## config.mk

```make
export PLATFORM = sky130hd
export DESIGN_NAME = sram_pattern_gen
export DESIGN_NICKNAME = d
export VERILOG_FILES = /design/src/rtl/sram_pattern_gen.sv
export SDC_FILE = /design/constraint.sdc
export NUM_CORES = 1
export LEC_CHECK = 0
export ABC_CLOCK_PERIOD_IN_PS = 2700
export CAP_MARGIN = 40
export CORE_MARGIN = 8
export CORE_UTILIZATION = 40
export DETAILED_ROUTE_END_ITERATION = 10
export GPL_TIMING_DRIVEN = 0
export HOLD_SLACK_MARGIN = 0.15
export MAX_ROUTING_LAYER = met4
export PLACE_DENSITY = 0.7
export SLEW_MARGIN = 30
export SYNTH_ARGS = -nofsm -noshare
export SYNTH_HDL_FRONTEND = slang
export SYNTH_SLANG_ARGS = --single-unit
```

## constraint.sdc

```tcl
create_clock -name clock -period 2.7 [get_ports clock]
set_input_delay 0.675 -clock clock [delete_from_list [all_inputs] [get_ports clock]]
set_output_delay 0.675 -clock clock [all_outputs]
set_load 0.02 [all_outputs]
```

## src/rtl/sram_pattern_gen.sv

```systemverilog
// Address-sweep pattern sequencer for the registered SRAM wrapper: writes pat(a) = seed ^ a
// to every address, reads it back through a latency-matched expect pipeline and counts mismatches.
module sram_pattern_gen #(
    parameter int unsigned DATA_WIDTH   = 4,
    parameter int unsigned ADDR_WIDTH   = 6,
    parameter int unsigned WMASK_WIDTH  = 2,
    parameter int unsigned READ_LATENCY = 2
) (
    input  logic                    clock,
    input  logic                    reset,
    input  logic                    start,
    input  logic [1:0]              mode,
    input  logic [DATA_WIDTH-1:0]   seed,
    output logic                    we,
    output logic [WMASK_WIDTH-1:0]  wmask,
    output logic [ADDR_WIDTH-1:0]   addr,
    output logic [DATA_WIDTH-1:0]   din,
    input  logic [DATA_WIDTH-1:0]   dout,
    output logic                    busy,
    output logic                    done,
    output logic [ADDR_WIDTH:0]     err_count,
    output logic                    err_flag,
    output logic [ADDR_WIDTH-1:0]   first_err_addr
);

    localparam int unsigned EXT_W   = (ADDR_WIDTH > DATA_WIDTH) ? ADDR_WIDTH : DATA_WIDTH;
    localparam int unsigned ERR_W   = ADDR_WIDTH + 1;
    localparam int unsigned DRAIN_W = 4;

    localparam logic [2:0] S_IDLE  = 3'd0;
    localparam logic [2:0] S_WRITE = 3'd1;
    localparam logic [2:0] S_READ  = 3'd2;
    localparam logic [2:0] S_DRAIN = 3'd3;
    localparam logic [2:0] S_DONE  = 3'd4;

    localparam logic [ADDR_WIDTH-1:0] LAST_ADDR  = '1;
    localparam logic [ERR_W-1:0]      ERR_MAX    = '1;
    localparam logic [DRAIN_W-1:0]    DRAIN_LAST = DRAIN_W'(READ_LATENCY - 1);

    function automatic logic [DATA_WIDTH-1:0] pat(input logic [DATA_WIDTH-1:0] s,
                                                  input logic [ADDR_WIDTH-1:0] a);
        logic [EXT_W-1:0] ext;
        ext = EXT_W'(a);
        return s ^ ext[DATA_WIDTH-1:0];
    endfunction

    logic [2:0]             state, state_n;
    logic [ADDR_WIDTH-1:0]  cnt, cnt_n;
    logic [DRAIN_W-1:0]     drain_cnt, drain_n;
    logic [1:0]             mode_q, mode_n;
    logic [DATA_WIDTH-1:0]  seed_q, seed_n;
    logic                   start_ok_c;

    logic                   we_n, busy_n, done_n;
    logic [WMASK_WIDTH-1:0] wmask_n;
    logic [ADDR_WIDTH-1:0]  addr_n;
    logic [DATA_WIDTH-1:0]  din_n;

    // Next state, then the registered command outputs derived from it
    always_comb begin
        state_n    = state;
        cnt_n      = cnt;
        drain_n    = drain_cnt;
        mode_n     = mode_q;
        seed_n     = seed_q;
        start_ok_c = 1'b0;

        case (state)
            S_IDLE: begin
                if (start) begin
                    start_ok_c = 1'b1;
                    mode_n     = mode;
                    seed_n     = seed;
                    cnt_n      = '0;
                    state_n    = (mode == 2'd1) ? S_READ : S_WRITE;
                end
            end
            S_WRITE: begin
                if (cnt == LAST_ADDR) begin
                    cnt_n   = '0;
                    state_n = (mode_q == 2'd0) ? S_DONE : S_READ;
                end else begin
                    cnt_n = cnt + ADDR_WIDTH'(1);
                end
            end
            S_READ: begin
                if (cnt == LAST_ADDR) begin
                    cnt_n   = '0;
                    drain_n = '0;
                    state_n = S_DRAIN;
                end else begin
                    cnt_n = cnt + ADDR_WIDTH'(1);
                end
            end
            S_DRAIN: begin
                if (drain_cnt == DRAIN_LAST) state_n = S_DONE;
                else                         drain_n = drain_cnt + DRAIN_W'(1);
            end
            S_DONE:  state_n = S_IDLE;
            default: state_n = S_IDLE;
        endcase

        we_n    = 1'b0;
        wmask_n = '0;
        addr_n  = '0;
        din_n   = '0;
        busy_n  = 1'b0;
        done_n  = 1'b0;
        case (state_n)
            S_WRITE: begin
                we_n    = 1'b1;
                wmask_n = '1;
                addr_n  = cnt_n;
                din_n   = pat(seed_n, cnt_n);
                busy_n  = 1'b1;
            end
            S_READ: begin
                addr_n = cnt_n;
                busy_n = 1'b1;
            end
            S_DRAIN: busy_n = 1'b1;
            S_DONE:  done_n = 1'b1;
            default: ;
        endcase
    end

    always_ff @(posedge clock) begin
        if (reset) begin
            state     <= S_IDLE;
            cnt       <= '0;
            drain_cnt <= '0;
            mode_q    <= '0;
            seed_q    <= '0;
            we        <= 1'b0;
            wmask     <= '0;
            addr      <= '0;
            din       <= '0;
            busy      <= 1'b0;
            done      <= 1'b0;
        end else begin
            state     <= state_n;
            cnt       <= cnt_n;
            drain_cnt <= drain_n;
            mode_q    <= mode_n;
            seed_q    <= seed_n;
            we        <= we_n;
            wmask     <= wmask_n;
            addr      <= addr_n;
            din       <= din_n;
            busy      <= busy_n;
            done      <= done_n;
        end
    end

    // Expect pipeline: an entry pushed while a read address is on the bus reaches the end
    // in the cycle its data is valid on dout
    logic                  pipe_vld  [READ_LATENCY];
    logic [ADDR_WIDTH-1:0] pipe_addr [READ_LATENCY];
    logic [DATA_WIDTH-1:0] pipe_exp  [READ_LATENCY];

    always_ff @(posedge clock) begin
        if (reset) begin
            for (int i = 0; i < int'(READ_LATENCY); i++) pipe_vld[i] <= 1'b0;
        end else begin
            pipe_vld[0] <= (state == S_READ);
            for (int i = 1; i < int'(READ_LATENCY); i++) pipe_vld[i] <= pipe_vld[i-1];
        end
        pipe_addr[0] <= cnt;
        pipe_exp[0]  <= pat(seed_q, cnt);
        for (int i = 1; i < int'(READ_LATENCY); i++) begin
            pipe_addr[i] <= pipe_addr[i-1];
            pipe_exp[i]  <= pipe_exp[i-1];
        end
    end

    logic mismatch_c;
    assign mismatch_c = pipe_vld[READ_LATENCY-1] && (dout != pipe_exp[READ_LATENCY-1]);

    always_ff @(posedge clock) begin
        if (reset || start_ok_c) begin
            err_count      <= '0;
            err_flag       <= 1'b0;
            first_err_addr <= '0;
        end else if (mismatch_c) begin
            if (err_count != ERR_MAX) err_count <= err_count + ERR_W'(1);
            if (!err_flag) begin
                err_flag       <= 1'b1;
                first_err_addr <= pipe_addr[READ_LATENCY-1];
            end
        end
    end

endmodule

```

# Yosys cells after proc, flatten, opt, wreduce, memory -nomap -nowiden
# Memory sizes are Yosys's and may differ from the RTL's. A register that Yosys moved wholly into a read port is not among the register bits.
# Cells that the tools add are included.
# op_classes
n_reduce_logical	14
eq_ne	14
add_sub_neg	3
bitwise_logic	7
muxes	26
# ops
cell	n
$mux W4	4
$mux W3	5
$eq A3 B2 Y1 const B	4
$mux W6	2
$pmux W3 S4	1
$pmux W6 S2	1
$mux W1	10
$pmux W4 S2	1
$reduce_or A2 Y1	4
$xor A4 B4 Y4	2
$add A7 B1 Y7 const B	1
$ne A7 B7 Y1 const B	1
$add A6 B1 Y6 const B	1
$eq A3 B1 Y1 const B	2
$eq A6 B6 Y1 const B	1
$reduce_and A2 Y1	3
$add A4 B1 Y4 const B	1
$eq A4 B1 Y1 const B	1
$mux W2	2
$ne A2 B2 Y1 const B	2
$ne A4 B4 Y1	1
$eq A3 B3 Y1 const B	1
$logic_not A3 Y1	1
$not A1 Y1	3
8 further kinds	9
# word_totals
mem_count	3
ff_bits	42
mem_bits_rw	22
out_inout_bits	29
# memory_table
memory	depth	width	read_ports	rd_ports_with_merged_regs	write_ports	line_no	text
pipe_addr	2	6	2	1	2	158	logic [ADDR_WIDTH-1:0] pipe_addr [READ_LATENCY];
pipe_exp	2	4	2	0	2	159	logic [DATA_WIDTH-1:0] pipe_exp [READ_LATENCY];
pipe_vld	2	1	2	0	2	157	logic pipe_vld [READ_LATENCY];

# Depth between registers and ports, before layout
# depth
word_depth	8
depth_mapped	7
depth_no_buf	7

# Worst setup path after synthesis
# OpenSTA, ideal clock, no wires.
# synth_timing
path_type	input to register
startpoint	input port dout[3]
endpoint	register first_err_addr[1] (read register of pipe_addr)
path_slack_ns	0.626
arrival_ns	1.947
cell_stages	5
path_cell_list	xor2_1 o41ai_2 nor2_1 mux2i_1 nor2_1
# synth_via
elab_chain_cells	3
# synth_rtl
item	line_no	text
from (decl)	18	input logic [DATA_WIDTH-1:0] dout,
$ne A4 B4 Y1	177	assign mismatch_c = pipe_vld[READ_LATENCY-1] && (dout != pipe_exp[READ_LATENCY-1]);
$logic_and A1 B1 Y1	177	
$reduce_and A2 Y1 (no source line)	n/a	
to (decl)	23	output logic [ADDR_WIDTH-1:0] first_err_addr
# Every way passes these cells.
# A chain may end at the register's enable or synchronous reset.

# Worst setup path after layout
# layout_timing
startpoint	input port dout[3]
endpoint	register first_err_addr[4] (read register of pipe_addr)
# Same word-level chain as after synthesis.

==> results.json <==
{
  "dr.pass1.iters": 8,
  "antenna_left": 0,
  "grt-ovfl-total": 0,
  "period_minus_slack_ps": 2480,
  "met2_usage_pct": 19.1,
  "critPathRequiredTime_ps": 2910,
  "tritoncts": "built",
  "drv_slew": 0,
  "fin_worst_skew_ps": 12.2,
  "start_util_pct": 40.4,
  "fin_crit_sh_pct": 91.9,
  "grt_pass1_wl_um": 8390,
  "p_total_w": 0.00219,
  "worstPathBufferInverterCount": 1,
  "setup_viol": 0,
  "drc": 3,
  "vdd_drop_max_uv": 418,
  "synthFlopType": "dfxtp_1",
  "fp.dieH_um": 95.2,
  "pre_cts_ws_ps": -107,
  "track_usage_pct": 12.5,
  "seq_area_frac_synth_pct": 54.3,
  "syn_inst": 245,
  "rsz0062_at_grt": "false",
  "drive_gt1_share_pct": 9.93,
  "core_area_mm2": 0.00620,
  "path_depth": 6,
  "hold_buffers": 0,
  "wl_um": 5210,
  "areaGrowthSynthToFinish_pct": 29.1,
  "antenna-diode-count": 0,
  "powerDensity_mw_per_mm2": 677,
  "clockBufferDepth": 2,
  "grt_use_met3_pct": 5.51,
  "clk_latency_ps": 340,
  "rows": 29,
  "nNetsFinal": 314,
  "synth-warning-count": 0,
  "met1_usage_pct": 13.7,
  "violations": "design-rule violations",
  "io_buffers": 41,
  "cp_cell_sequence": "clkdlybuf4s50_1 > xor2_1 > o41ai_2 > nor2_1 > mux2i_1 > nor2_1",
  "detailed_place.area_mm2": 0.00301,
  "postCtsSetupRepairBufs": 0,
  "vias_per_cell": 4.84,
  "status": "finished, violations left",
  "crit_path_max_incr_delay_ps": 770,
  "dp_hpwl_um": 3810,
  "hold_violations": 0,
  "cp_slowest_cell": "o41ai_2",
  "hold_depth": 0,
  "grt_start_max_net_pins": 14,
  "tightestPinTransition_ps": 799,
  "rr_worst_depth": 5,
  "dieArea_mm2": 0.00906,
  "p_leak_nw": 1.26,
  "die_w_um": 95.2,
  "cts-resized-gates": 0,
  "avgSynthCellArea_um2": 10.2,
  "critPathTopFamily": "compound AO/OA/AOI/OAI gates",
  "layout_setup_ws_ps": 219,
  "synth_seq_cells": 68,
  "async_flop_share_pct": 0,
  "cp_common_cell": "nor2_1",
  "syn_area_mm2": 0.00251,
  "arrival_ps": 2690,
  "grt-busiest-layer": "met2",
  "syn_nets": 262,
  "design_area_mm2": 0.00324,
  "clk_pin_slew_ps": 70,
  "synth-edff-count": 0,
  "end_kind": "flip-flop",
  "worstPathMaxFanout": 9,
  "timing.hold.ws_ps": 323,
  "critPathLaunchType": "input port",
  "numCtsBuffers": 9,
  "grt_pass1_vias": 1831,
  "place_congestion": 0.900,
  "final_common_cell": "dfxtp_1",
  "slew-limit-headroom_pct": 46.2,
  "drt_iter0_markers": 62,
  "final_util_pct": 52.2,
  "drv_cap": 0,
  "layout_common_cells": "dfxtp_1, nor2_1, clkdlybuf4s50_1",
  "antenna_found_initial": 0,
  "avgRoutedWirePerCell_um": 13.7,
  "vias": 1836,
  "cts_sinks": 68,
  "cts-htree-levels": 3,
  "fmax_ghz": 0.403,
  "ios": 42,
  "crit_type": "in2reg",
  "ys_types": 47,
  "clock-root-buffer": "clkbuf_8",
  "hp-class": "reg2reg"
}
[state kept, by name, summed over array words and instances (netlist names)]
name            cells
addr                6
pipe_vld            2
mode_q              2
busy                1
done                1
din                 4
cnt                 6
state               3
pipe_exp            8
err_flag            1
first_err_addr      6
err_count           7
wmask               1
pipe_addr          12
seed_q              4
drain_cnt           4
[report_power, final]
group	internal, W	total [W]	switching, W
clock network	0.000524	0.000916	0.000392
logic	0.0000965	0.000210	0.000113
registers	0.00104	0.00107	0.0000216
[worst reg2reg max path, stage by stage (launching register included)]
cell	delay [ps]
dfxtp_1	330
buf_1	240
nor4b_4	680
mux2i_1	220
or3_1	340
a21oi_1	160
[cells in the mapped netlist (all sizes together), types with 3 or more instances]
| library cell | count | area share [%] |
|---|---|---|
| a211oi | 3 | 0.90 |
| mux2i | 13 | 5.2 |
| ha | 4 | 2.0 |
| and3 | 4 | 1.0 |
| inv | 4 | 0.60 |
| dfxtp | 68 | 54 |
| buf | 6 | 1.6 |
| nand3 | 5 | 1.0 |
| xor2 | 10 | 3.5 |
| nand2 | 14 | 2.1 |
| nor3 | 5 | 1.0 |
| xnor2 | 10 | 3.5 |
| a21oi | 12 | 2.4 |
| o21ai | 6 | 1.2 |
| nor2 | 43 | 6.4 |
| clkbuf | 5 | 0.75 |
| nor2b | 4 | 1.0 |
[final cells by class]
class	instances	area [um2]
inverters	4	15.0
fillers	543	2970
flip-flops and latches	68	1360
plain buffers	11	58.8
well taps	77	96.3
clock buffers	9	124
multi-input cells	162	1070
repair buffers	41	410
clock inverters	7	98.8
[metal layers]
layer | wire length (um) | vias to the layer above
li1 | - | 938
met1 | 2410 | 847
met2 | 2420 | 47
met3 | 330 | 4
met4 | 48 | 0
met5 | 0 | -
[path summary, 6_finish.rpt]
kind,startpoint,to,slack (ps)
max,dout[3],first_err_addr[4],220
min,pipe_addr[0][5],pipe_addr[1][5],320
max reg2reg,state[0],din[3],660
min reg2reg,pipe_addr[0][5],pipe_addr[1][5],320
[logic make-up after synthesis]
family,synth area share (%)
compound gates,10.0
xor+xnor,6.99
fa+ha+maj,2.00
buf+inv,2.94
flops,54.3
mux,5.19
simple gates,18.6
[per-stage QoR]
step / std cells / setup TNS (ps)
2_1_floorplan: 245 / 0
3_3_place_gp: 363 / -659
3_5_place_dp: 363 / -562
4_1_cts: 379 / 0
5_1_grt: 379 / 0
6_report: 379 / 0
No activity file was read; power rests on OpenSTA's default activity.
